===== src/rtl/tl_resp_queue_if.sv =====
// Handshake and payload bundle for tl_resp_queue: an enqueue side and a dequeue side.
// The queue binds to the slave modport; whoever feeds and drains it uses master.
interface tl_resp_queue_if #(
  parameter int OPCODE_W = 3,
  parameter int SIZE_W   = 4,
  parameter int SOURCE_W = 7
);
  logic                io_enq_valid;
  logic                io_enq_ready;
  logic [OPCODE_W-1:0] io_enq_bits_opcode;
  logic [SIZE_W-1:0]   io_enq_bits_size;
  logic [SOURCE_W-1:0] io_enq_bits_source;
  logic                io_deq_valid;
  logic                io_deq_ready;
  logic [OPCODE_W-1:0] io_deq_bits_opcode;
  logic [SIZE_W-1:0]   io_deq_bits_size;
  logic [SOURCE_W-1:0] io_deq_bits_source;

  modport master (
    output io_enq_valid, io_enq_bits_opcode, io_enq_bits_size, io_enq_bits_source,
    output io_deq_ready,
    input  io_enq_ready, io_deq_valid,
    input  io_deq_bits_opcode, io_deq_bits_size, io_deq_bits_source
  );

  modport slave (
    input  io_enq_valid, io_enq_bits_opcode, io_enq_bits_size, io_enq_bits_source,
    input  io_deq_ready,
    output io_enq_ready, io_deq_valid,
    output io_deq_bits_opcode, io_deq_bits_size, io_deq_bits_source
  );
endinterface


===== src/rtl/tl_resp_queue.sv =====
// Circular-buffer response queue (opcode/size/source) with optional pipelined enqueue when full.
// Define TL_RESP_QUEUE_FLOW_EN to let an entry bypass storage when the queue is empty.
module tl_resp_queue #(
  parameter int DEPTH    = 2,
  parameter int OPCODE_W = 3,
  parameter int SIZE_W   = 4,
  parameter int SOURCE_W = 7,
  parameter int PIPE     = 0,
  localparam int CNT_W   = $clog2(DEPTH + 1)
) (
  input  logic             clock,
  input  logic             reset,
  tl_resp_queue_if.slave   io,
  output logic [CNT_W-1:0] io_count
);

  // A single-entry queue keeps its pointers pinned at 0, so maybe_full alone encodes full.
  localparam int PTR_W = (DEPTH > 1) ? $clog2(DEPTH) : 1;

  logic [OPCODE_W-1:0] mem_opcode [DEPTH];
  logic [SIZE_W-1:0]   mem_size   [DEPTH];
  logic [SOURCE_W-1:0] mem_source [DEPTH];

  logic [PTR_W-1:0] enq_ptr;
  logic [PTR_W-1:0] deq_ptr;
  logic             maybe_full;
  logic [CNT_W-1:0] count;

  logic ptr_match, empty, full;
  logic enq_ready, deq_valid;
  logic do_enq, do_deq, wr_en, rd_en;
  logic [OPCODE_W-1:0] deq_opcode;
  logic [SIZE_W-1:0]   deq_size;
  logic [SOURCE_W-1:0] deq_source;

  function automatic logic [PTR_W-1:0] next_ptr(input logic [PTR_W-1:0] ptr);
    if (ptr == PTR_W'(DEPTH - 1)) return '0;
    return ptr + PTR_W'(1);
  endfunction

  always_comb begin
    ptr_match = (enq_ptr == deq_ptr);
    empty     = ptr_match && !maybe_full;
    full      = ptr_match && maybe_full;
    if (PIPE != 0) enq_ready = !full || io.io_deq_ready;
    else           enq_ready = !full;
    do_enq = io.io_enq_valid && enq_ready;
`ifdef TL_RESP_QUEUE_FLOW_EN
    // When empty the head is the incoming entry; if it leaves this cycle it is never stored.
    deq_valid  = !empty || io.io_enq_valid;
    deq_opcode = empty ? io.io_enq_bits_opcode : mem_opcode[deq_ptr];
    deq_size   = empty ? io.io_enq_bits_size   : mem_size[deq_ptr];
    deq_source = empty ? io.io_enq_bits_source : mem_source[deq_ptr];
    do_deq     = deq_valid && io.io_deq_ready;
    wr_en      = do_enq && !(empty && io.io_deq_ready);
    rd_en      = do_deq && !empty;
`else
    deq_valid  = !empty;
    deq_opcode = mem_opcode[deq_ptr];
    deq_size   = mem_size[deq_ptr];
    deq_source = mem_source[deq_ptr];
    do_deq     = deq_valid && io.io_deq_ready;
    wr_en      = do_enq;
    rd_en      = do_deq;
`endif
  end

  assign io.io_enq_ready       = enq_ready;
  assign io.io_deq_valid       = deq_valid;
  assign io.io_deq_bits_opcode = deq_opcode;
  assign io.io_deq_bits_size   = deq_size;
  assign io.io_deq_bits_source = deq_source;
  assign io_count              = count;

  always_ff @(posedge clock or negedge reset) begin
    if (!reset) begin
      enq_ptr    <= '0;
      deq_ptr    <= '0;
      maybe_full <= 1'b0;
      count      <= '0;
    end else begin
      if (wr_en) enq_ptr <= next_ptr(enq_ptr);
      if (rd_en) deq_ptr <= next_ptr(deq_ptr);
      if (wr_en != rd_en) begin
        maybe_full <= wr_en;
        count      <= wr_en ? count + CNT_W'(1) : count - CNT_W'(1);
      end
    end
  end

  // Storage is cleared on reset so the head payload reads as zero while empty.
  always_ff @(posedge clock or negedge reset) begin
    if (!reset) begin
      for (int i = 0; i < DEPTH; i++) begin
        mem_opcode[i] <= '0;
        mem_size[i]   <= '0;
        mem_source[i] <= '0;
      end
    end else if (wr_en) begin
      mem_opcode[enq_ptr] <= io.io_enq_bits_opcode;
      mem_size[enq_ptr]   <= io.io_enq_bits_size;
      mem_source[enq_ptr] <= io.io_enq_bits_source;
    end
  end

endmodule


===== src/flat_wrapper.sv =====
// flat-port wrapper written by rule: the top's interface ports become plain ports
module tl_resp_queue_flat 
#(
  parameter int DEPTH    = 2,
  parameter int OPCODE_W = 3,
  parameter int SIZE_W   = 4,
  parameter int SOURCE_W = 7,
  parameter int PIPE     = 0,
  localparam int CNT_W   = $clog2(DEPTH + 1)
)
  (clock, reset, io_count, io_io_enq_valid, io_io_enq_bits_opcode, io_io_enq_bits_size, io_io_enq_bits_source, io_io_deq_ready, io_io_enq_ready, io_io_deq_valid, io_io_deq_bits_opcode, io_io_deq_bits_size, io_io_deq_bits_source);
  tl_resp_queue_if #(.OPCODE_W(OPCODE_W), .SIZE_W(SIZE_W), .SOURCE_W(SOURCE_W)) io_i ();
  input  logic clock;
  input  logic reset;
  output logic [CNT_W-1:0] io_count;
  input wire logic [$bits(io_i.io_enq_valid)-1:0] io_io_enq_valid;
  input wire logic [$bits(io_i.io_enq_bits_opcode)-1:0] io_io_enq_bits_opcode;
  input wire logic [$bits(io_i.io_enq_bits_size)-1:0] io_io_enq_bits_size;
  input wire logic [$bits(io_i.io_enq_bits_source)-1:0] io_io_enq_bits_source;
  input wire logic [$bits(io_i.io_deq_ready)-1:0] io_io_deq_ready;
  output wire logic [$bits(io_i.io_enq_ready)-1:0] io_io_enq_ready;
  output wire logic [$bits(io_i.io_deq_valid)-1:0] io_io_deq_valid;
  output wire logic [$bits(io_i.io_deq_bits_opcode)-1:0] io_io_deq_bits_opcode;
  output wire logic [$bits(io_i.io_deq_bits_size)-1:0] io_io_deq_bits_size;
  output wire logic [$bits(io_i.io_deq_bits_source)-1:0] io_io_deq_bits_source;
  assign io_i.io_enq_valid = io_io_enq_valid;
  assign io_i.io_enq_bits_opcode = io_io_enq_bits_opcode;
  assign io_i.io_enq_bits_size = io_io_enq_bits_size;
  assign io_i.io_enq_bits_source = io_io_enq_bits_source;
  assign io_i.io_deq_ready = io_io_deq_ready;
  assign io_io_enq_ready = io_i.io_enq_ready;
  assign io_io_deq_valid = io_i.io_deq_valid;
  assign io_io_deq_bits_opcode = io_i.io_deq_bits_opcode;
  assign io_io_deq_bits_size = io_i.io_deq_bits_size;
  assign io_io_deq_bits_source = io_i.io_deq_bits_source;
  tl_resp_queue #(.DEPTH(DEPTH), .OPCODE_W(OPCODE_W), .SIZE_W(SIZE_W), .SOURCE_W(SOURCE_W), .PIPE(PIPE)) u_core (.clock(clock), .reset(reset), .io(io_i), .io_count(io_count));
endmodule

===== config.mk =====
export PLATFORM = sky130hd
export DESIGN_NAME = tl_resp_queue_flat
export DESIGN_NICKNAME = d
export VERILOG_FILES = /design/src/rtl/tl_resp_queue_if.sv /design/src/rtl/tl_resp_queue.sv /design/src/flat_wrapper.sv
export SDC_FILE = /design/constraint.sdc
export NUM_CORES = 1
export LEC_CHECK = 0
export BUFFER_PORTS_ARGS = -buffer_cell sky130_fd_sc_hd__buf_2
export CAP_MARGIN = 20
export CELL_PAD_IN_SITES_DETAIL_PLACEMENT = 1
export CELL_PAD_IN_SITES_GLOBAL_PLACEMENT = 1
export CORE_ASPECT_RATIO = 0.8
export CORE_MARGIN = 1.5
export CORE_UTILIZATION = 42
export CTS_CLUSTER_DIAMETER = 150
export DETAILED_ROUTE_END_ITERATION = 7
export PLACE_DENSITY = 0.74
export REMOVE_ABC_BUFFERS = 1
export SLEW_MARGIN = 20
export SYNTH_ARGS = -nofsm -noshare
export SYNTH_HDL_FRONTEND = slang
export SYNTH_SLANG_ARGS = --single-unit

===== constraint.sdc =====
create_clock -name clock -period 2.2 [get_ports clock]
set_input_delay 0.44 -clock clock [delete_from_list [all_inputs] [get_ports clock]]
set_output_delay 0.44 -clock clock [all_outputs]
set_load 0.01 [all_outputs]

==> flow_summary_export.csv <==
group,metric,value,unit
synthesis,ys.flop_type,"dfrtp_1",
detailed_routing,drt.antenna.violating_nets,0,
run_status,outcome,"finished, final reports clean",
pwr,p_int,1950,uW
synthesis,yosysMostFrequentCell,"mux2_2",
grt,grt_max_degree,34,
worst_setup_path,arrival,1.49,ns
timing,setup_viol,0,
worst_setup_path,timing.rr.end,"u_core.mem_opcode[5]",
die,core,3450,um^2
cells_and_area,antenna_cells,0,
synthesis,synthTopCellsByCount,"mux2_2, dfrtp_1, nand2_1",
worst_setup_path,path_class,"reg -> out",
pwr,p_per_area,1610,nW/um^2
die,die_y,56.7,um
timing,period_share,0.877,
cells_and_area,drive_gt1_frac,0.619,
detailed_routing,avgRoutedWirePerCell,15.4,um
timing,clock.fmax,0.518,GHz
timing,finalHoldViolations,0,
grt,grt_pass1_vias,1037,
detailed_routing,dr.pass1.iters,4,
clock_tree,cts_buffers,5,
grt,grt.total_usage,0.166,
clock_tree,clockRootBuffer,"clkbuf_8",
worst_setup_path,end_kind,"output port",
timing,fin_skew,0.00304,ns
pwr,p_leak,0.000826,uW
synthesis,synth_warnings,0,
place,numPortBuffers,35,
synthesis,synth.area.top_cells,"dfrtp_1, mux2_2, xnor2_1, mux2i_1, xor2_2",
place,dpl.hpwl,2.04,mm
clock_tree,cts_tree,"built",
worst_setup_path,reg2reg_slack,0.51,ns
synthesis,synth.top_cell.area_share,0.546,
timing,tightest_slew,0.710,ns
worst_setup_path,critPathLaunch,"u_core.deq_ptr",
grt,antenna_found_initial,0,
timing,layout_min_cycle_time,1.93,ns
timing,tns,0,ns
clock_tree,ctsHtreeMaxLevel,2,
place,gp_congestion,0.760,
worst_setup_path,cp_max_fo,6,
clock_tree,cts_hold_buf,0,
hold_path,hp-class,"in -> async",
clock_tree,cts_setup_buffers,0,
pwr,p_sw,1000,uW
pwr,p_seq_frac,0.383,
detailed_routing,first_iter_violations,31,
detailed_routing,viasPerCell,5.19,
synthesis,seq_area_frac_synth,0.546,
cells_and_area,area_delta_synth_final,21.0,%
worst_setup_path,worstPathRequired,1.76,ns
grt,grt_pass1_wl,5.02,mm
worst_setup_path,crit_end,"io_io_deq_bits_source[1]",
grt,grt_overflow_total,0,
synthesis,syn_avg_cell_area,14.1,um^2
timing,maxSlewViolCount,0,
synthesis,synth_edf_count,0,
job,drv_cap,0,
die,die_width,70.1,um
cells_and_area,finalNetCount,165,
clock_tree,cts_resized,0,
die,start_util,0.439,
die,dieArea,3970,um^2
die,rows,19,
worst_setup_path,r2r_cells,5,
pwr,clock_power_share,0.152,
synthesis,synth_top_area_cell,"dfrtp_1",
clock_tree,cts_buffer_depth,2,
synthesis,synth_cells,107,
worst_setup_path,reg2reg_from,"u_core.deq_ptr",
synthesis,synthArstFlopShare,1.00,
synthesis,syn_area,1510,um^2
pwr,switching_share,0.340,
synthesis,ys_types,21,
worst_setup_path,startpoint_type,"register",
clock_tree,insertion_delay,0.28,ns
clock_tree,clock_sinks,33,
clock_tree,clk_pin_slew_worst_paths,0.06,ns
timing,grt_setup_unrepaired,"false",
pwr,p_total,2960,uW
detailed_routing,wirelength,2.92,mm
synthesis,yosys_register_bits,33,
detailed_routing,route.vias.total,980,
pwr,max-vdd-ir-drop,0.647,mV
die,top_level_ports,36,
detailed_routing,route.detailed.drc,0,
pwr,pwr-share-comb,0.464,
timing,holdWs,0.202,ns
timing,maxSlewHeadroom,0.527,
## kinds of logic after synthesis
| logic type | synth area share |
|---|---|
| AO/OA/AOI/OAI | 0.0347 |
| XOR/XNOR | 0.0281 |
| buffers and inverters | 0.0273 |
| flip-flops | 0.546 |
| multiplexers | 0.333 |
| AND/OR/NAND/NOR | 0.0306 |
## cell type report
type                       count  area (um^2)
timing repair buffer          40          213
sequential                    33          826
clock buffer                   7         86.3
tap                           42         52.6
multi-input combinational     65          646
inverter                       2         7.51
fill                         362         1620
## sequential cells by signal, indices dropped and copies added (netlist names)
signal	cells
u_core.mem_source	14
u_core.deq_ptr	1
u_core.io_count	2
u_core.mem_size	8
u_core.maybe_full	1
u_core.enq_ptr	1
u_core.mem_opcode	6
## how the worst min path moves through the flow
| stage | startpoint | end | slack [ns] | cells past startpoint |
|---|---|---|---|---|
| after floorplan | reset | u_core.deq_ptr | 0.14 | 0 |
| after global placement | u_core.io_count[1] | u_core.io_count[1] | 0.46 | 1 |
| after detailed placement | u_core.io_count[1] | u_core.io_count[1] | 0.47 | 1 |
| after CTS | reset | u_core.io_count[1] | 0.24 | 1 |
| after global routing | reset | u_core.io_count[0] | 0.25 | 1 |
| final | reset | u_core.io_count[0] | 0.20 | 1 |
## worst max-delay path: stages, from the launching register on
cell and delay (ns):
dfrtp_1 0.48, buf_4 0.22, mux2_2 0.36, buf_2 0.15
## placed cells by master (no fill, tap or decap), drive strengths merged
cell type	Yosys	layout
and3	1	1
nand2	4	4
buf	5	40
dfrtp	33	33
o21ai	3	3
o221ai	1	1
a311oi	1	1
nor4b	1	1
nand2b	1	1
xnor2	3	3
inv	2	2
mux2	43	43
nor3	1	1
nand3	1	1
clkbuf	2	7
a211oi	1	1
xor2	1	1
o21a	1	1
mux2i	2	2
## through the flow
stage          cells  area, um^2  utilization  setup slack [ns]
2_1_floorplan    100        1480            -             0.127
3_3_place_gp     182        1740        0.506             0.542
3_5_place_dp     182        1740        0.506             0.505
4_1_cts          189        1830        0.531             0.256
5_1_grt          189        1830        0.531             0.199
6_report         189        1830        0.531             0.271
## metal layers
metal	global-route usage	routed length, um	vias to the layer above
met5	0	0	-
met4	0.0659	50	0
met3	0.0503	131	7
met2	0.264	1430	23
met1	0.214	1310	493
li1	-	-	457
## power by group through the flow
| stage | Sequential (uW) | Clock [uW] | Combinational (uW) |
|---|---|---|---|
| after floorplan | 1120 | 0 | 917 |
| after global placement | 1120 | 0 | 1350 |
| after detailed placement | 1150 | 0 | 1380 |
| after CTS | 1140 | 467 | 1400 |
| after global routing | 1190 | 492 | 1500 |
| final | 1130 | 450 | 1370 |
Note: power is estimated with default switching activity, not from simulation.
